<file path="config.mk">
export PLATFORM = sky130hd
export DESIGN_NAME = dsack_responder
export DESIGN_NICKNAME = d
export VERILOG_FILES = /design/src/rtl/dsack_responder.sv
export SDC_FILE = /design/constraint.sdc
export NUM_CORES = 1
export LEC_CHECK = 0
export CORE_ASPECT_RATIO = 1.1
export CORE_UTILIZATION = 29
export DETAILED_ROUTE_END_ITERATION = 6
export SYNTH_ARGS = -nofsm -noshare
export SYNTH_HDL_FRONTEND = slang
export SYNTH_SLANG_ARGS = --single-unit
</file>
<file path="constraint.sdc">
create_clock -name sysClk -period 1.7 [get_ports sysClk]
set_input_delay 0.34 -clock sysClk [delete_from_list [all_inputs] [get_ports sysClk]]
set_output_delay 0.34 -clock sysClk [all_outputs]
set_load 0.05 [all_outputs]
</file>
<file path="src/rtl/dsack_responder.sv">
// Slave-side 68030 bus cycle terminator: drives device strobes and ends the
// cycle with DSACK after a programmed wait count, releasing cleanly on bus error.
module dsack_responder #(
    parameter logic [3:0] WAIT_RD   = 4'd2,
    parameter logic [3:0] WAIT_WR   = 4'd3,
    parameter logic [1:0] PORT_SIZE = 2'b00
) (
    input  logic       sysClk,
    input  logic       nReset,
    input  logic       nAS,
    input  logic       nDS,
    input  logic       sel,
    input  logic       rnw,
    input  logic       nExtWait,
    input  logic       nBerr,
    output logic [1:0] nDsack,
    output logic       nCE,
    output logic       nOE,
    output logic       nWE,
    output logic       busy
);

    typedef enum logic [1:0] {
        S_IDLE    = 2'd0,
        S_ACCESS  = 2'd1,
        S_ACK     = 2'd2,
        S_RELEASE = 2'd3
    } state_t;

    state_t      r_state;
    logic [3:0]  r_cnt;
    logic        r_rnw;
    logic [1:0]  r_nDsack;
    logic        r_nCE;
    logic        r_nOE;
    logic        r_nWE;
    logic        r_busy;

    state_t      w_state_nx;
    logic [3:0]  w_cnt_nx;
    logic        w_rnw_nx;
    logic [1:0]  w_nDsack_nx;
    logic        w_nCE_nx;
    logic        w_nOE_nx;
    logic        w_nWE_nx;

    always_ff @(posedge sysClk or negedge nReset) begin
        if (!nReset) begin
            r_state  <= S_IDLE;
            r_cnt    <= 4'd0;
            r_rnw    <= 1'b1;
            r_nDsack <= 2'b11;
            r_nCE    <= 1'b1;
            r_nOE    <= 1'b1;
            r_nWE    <= 1'b1;
            r_busy   <= 1'b0;
        end else begin
            r_state  <= w_state_nx;
            r_cnt    <= w_cnt_nx;
            r_rnw    <= w_rnw_nx;
            r_nDsack <= w_nDsack_nx;
            r_nCE    <= w_nCE_nx;
            r_nOE    <= w_nOE_nx;
            r_nWE    <= w_nWE_nx;
            r_busy   <= (w_state_nx != S_IDLE);
        end
    end

    always_comb begin
        w_state_nx  = r_state;
        w_cnt_nx    = r_cnt;
        w_rnw_nx    = r_rnw;
        w_nDsack_nx = r_nDsack;
        w_nCE_nx    = r_nCE;
        w_nOE_nx    = r_nOE;
        w_nWE_nx    = r_nWE;

        unique case (r_state)
            S_IDLE: begin
                w_nDsack_nx = 2'b11;
                w_nCE_nx    = 1'b1;
                w_nOE_nx    = 1'b1;
                w_nWE_nx    = 1'b1;
                if (!nAS && sel) begin
                    // Direction is frozen here; later rnw/sel changes are ignored.
                    w_state_nx = S_ACCESS;
                    w_cnt_nx   = rnw ? WAIT_RD : WAIT_WR;
                    w_rnw_nx   = rnw;
                    w_nCE_nx   = 1'b0;
                    w_nOE_nx   = !rnw;
                end
            end
            S_ACCESS: begin
                if (nAS || !nBerr) begin
                    w_state_nx  = nAS ? S_IDLE : S_RELEASE;
                    w_nDsack_nx = 2'b11;
                    w_nCE_nx    = 1'b1;
                    w_nOE_nx    = 1'b1;
                    w_nWE_nx    = 1'b1;
                end else begin
                    if (!r_rnw && !nDS) begin
                        w_nWE_nx = 1'b0;
                    end
                    if (r_cnt != 4'd0) begin
                        w_cnt_nx = r_cnt - 4'd1;
                    end else if (nExtWait) begin
                        w_state_nx  = S_ACK;
                        w_nDsack_nx = PORT_SIZE;
                    end
                end
            end
            S_ACK: begin
                // Cycle already terminated: only nAS high ends it, nBerr is ignored.
                if (nAS) begin
                    w_state_nx  = S_IDLE;
                    w_nDsack_nx = 2'b11;
                    w_nCE_nx    = 1'b1;
                    w_nOE_nx    = 1'b1;
                    w_nWE_nx    = 1'b1;
                end
            end
            S_RELEASE: begin
                w_nDsack_nx = 2'b11;
                w_nCE_nx    = 1'b1;
                w_nOE_nx    = 1'b1;
                w_nWE_nx    = 1'b1;
                if (nAS) begin
                    w_state_nx = S_IDLE;
                end
            end
            default: begin
                w_state_nx = S_IDLE;
            end
        endcase
    end

    assign nDsack = r_nDsack;
    assign nCE    = r_nCE;
    assign nOE    = r_nOE;
    assign nWE    = r_nWE;
    assign busy   = r_busy;

endmodule
</file>
==> metrics <==
multi-input logic area=300.3 um2; met2 routed WL=657 um; Peak VDD IR=0.0004148 V; DR iter-0 viols=14; pin count of the biggest net entering global routing=13; Die Wd=47.03 um; Inserted Diodes=0; Overflow after GRT=0; Post-Syn Nets=69; Nets=87; critical path class=reg -> reg; DRC viols=0; max-slew violations=0; Routed Antenna Nets=0; # fillers=201; vias in the first global route=476; Routability Congestion=0.8194; RSZ-0062 raised after global routing=false; Finished Layout Cells=105; Main synth FF type=dfrtp_1; Post-synth ARST share=100.0%; Clk Latency, worst-skew pair=0.27 ns; skew final=0.003095 ns; Clock Path Buffers=2; crit path DAT=1.77 ns; wl on met1=598 um; flops & latches, synth=12; DR vias=534; Sink Count=12; Max Fclk=630.6 MHz; Final Hold Viols=0; I/O pins=14; Leak Pwr=0.0003964 uW; syn avg cell area=10.78 um2; # port buffers=13; core area=2063 um2; synth unique cells=31; GRT Total Usage=12.65%; Wirelength per Cell=12.60 um; layout cell share with drive strength beyond 1=29.87%; Root Driver=clkbuf_4; register area=306.5 um2; CTS tree=done; WL final=1323 um; Final Cell Area=897.1 um2; CP endpoint kind=flop; H-Tree Level Count=1; vias per inst=5.086; Area Overhead vs Synth=38.68%; Ys Warns=0; min cycle time layout=1.586 ns; placed wire-length estimate=1028 um; Cell Area, Placed=858.3 um2; DR top layer=met4; Post-synth EDFFs=0; CP Launch Type=flop; Die H=51.54 um; Worst-path clk slew=0.08 ns; Max-slew headroom=62.48%; die area=2424 um2; Mapped Area=646.9 um2; row count=17; Initial Util=31.35%; final setup fails=0; Worst Max-Slew Pin Slew=0.5611 ns; setup bufs post-CTS=0; CP max FO=4; cell count after synthesis=60; CTS Buf Count=3; Max Cap Viol=0; met3 wire len=59 um; Critical Path RT=1.89 ns; initial antenna violation count=0; Min-Delay Path Class=in -> async; hold-fix buffers at CTS=0; Tcrit/Tclk final=93.29%; drt first pass iters=4; post-CTS resize count=0; Inst Count DP=101; global-route wire length before repair=2166 um; Pwr Density=901.9 nW/um2; register area share after synthesis=47.39%; status=completed
==> registers in the layout, summed over array words and instances, names as in the netlist <==
register and flops:
nWE 1, r_cnt 4, busy 1, r_state 2
nCE 1, r_rnw 1, nDsack 1, nOE 1
==> synth_stat cells (2+ instances only) <==
master / n / area share [%]
a21boi_0: 2 / 2.3
a21oi_1: 2 / 1.5
dfrtp_1: 7 / 27
dfstp_2: 5 / 20
inv_1: 5 / 2.9
nand2_1: 6 / 3.5
nand2b_1: 2 / 1.9
nand3_1: 2 / 1.5
nand3b_1: 2 / 2.3
nor2_1: 2 / 1.2
nor3_1: 2 / 1.5
nor3b_1: 2 / 2.3
o21ai_0: 3 / 2.3
==> final timing paths <==
path / startpoint / to / slack, ns / cells past startpoint
setup / recovery: r_cnt[0]$_DFFE_PN0P_ / r_cnt[1]$_DFFE_PN0P_ / 0.11 / 5
hold / removal: nReset / r_cnt[0]$_DFFE_PN0P_ / 0.43 / 1
setup reg to reg: r_cnt[0]$_DFFE_PN0P_ / r_cnt[1]$_DFFE_PN0P_ / 0.11 / 5
hold reg to reg: nCE$_DFFE_PN1P_ / nCE$_DFFE_PN1P_ / 0.49 / 2
max in group asynchronous: nReset / nDsack[0]$_DFFE_PN1P_ / 0.90 / 1
min in group sysClk: nCE$_DFFE_PN1P_ / nCE$_DFFE_PN1P_ / 0.49 / 2
==> cell usage in the layout (no fill, tap or decap) <==
cell             n
a311oi_1         1
a211oi_1         1
o21a_1           1
a21boi_0         2
ha_2             1
dfrtp_1          7
inv_1            5
nand3_1          2
or3b_4           1
nor3_1           2
o221ai_1         1
nand2_1          6
buf_12           5
nand2b_1         2
a41oi_1          1
buf_4            4
nand3b_1         2
clkbuf_4         3
o21ai_0          3
o31ai_1          1
and4bb_4         1
nor2_1           2
mux2i_1          1
clkbuf_8         1
nand4bb_1        1
a21o_1           1
or4b_4           1
and4b_1          1
clkdlybuf4s50_1  7
a21oi_1          2
dfstp_2          5
nor3b_1          2
nor4b_4          1
==> worst max-delay path: stages (launching register included) <==
cell and delay (ns):
dfrtp_1 0.41, inv_1 0.11, ha_2 0.20, or3b_4 0.41, a21o_1 0.18, a41oi_1 0.19
==> logic make-up (layout without fill, tap and decap cells) <==
| kind of cell | count (synthesis) | in the layout | share of synthesized area (%) |
|---|---|---|---|
| buffers and inverters | 8 | 25 | 6.576 |
| and+or+nand+nor | 24 | 24 | 27.66 |
| DFF | 12 | 12 | 47.39 |
| muxes | 1 | 1 | 1.547 |
| adders and majority gates | 1 | 1 | 1.934 |
| AOI/OAI and AO/OA | 14 | 14 | 14.89 |
==> per-layer routing <==
| metal | vias up | track usage [%] |
|---|---|---|
| li1 | 251 | - |
| met1 | 269 | 16.59 |
| met2 | 12 | 19.68 |
| met3 | 2 | 3.472 |
| met4 | 0 | 4.286 |
| met5 | - | 0 |
==> through the flow <==
stage                      TNS, ns  setup WS (ns)  total power [uW]  hold WS [ns]  utilization, %
after floorplan                  0         0.2312             502.1       0.04441               -
final                            0         0.1141             809.1        0.4289           43.48
after detailed placement  -0.06313       -0.04890             584.9        0.4792           41.60
after global routing             0        0.01253             861.0        0.4774           43.48
after global placement    -0.02891       -0.02016             583.0        0.4755           41.60
after CTS                        0         0.1009             817.7        0.4510           43.36
==> where the power goes <==
part | total, uW | leakage [uW] | internal, uW | switching [uW]
combinational | 206 | 0.000236 | 105 | 101
clock | 228 | 0.0000210 | 130 | 98.4
sequential | 375 | 0.000139 | 330 | 45.2
total | 809 | 0.000396 | 565 | 244
==> cell type report <==
class,count,area share [%]
multi-input combinational,40,33.47
sequential,12,34.17
clock buffer,4,4.045
timing repair buffer,16,22.32
inverter,5,2.092
tap,28,3.905
(Power assumes the default switching activity.)
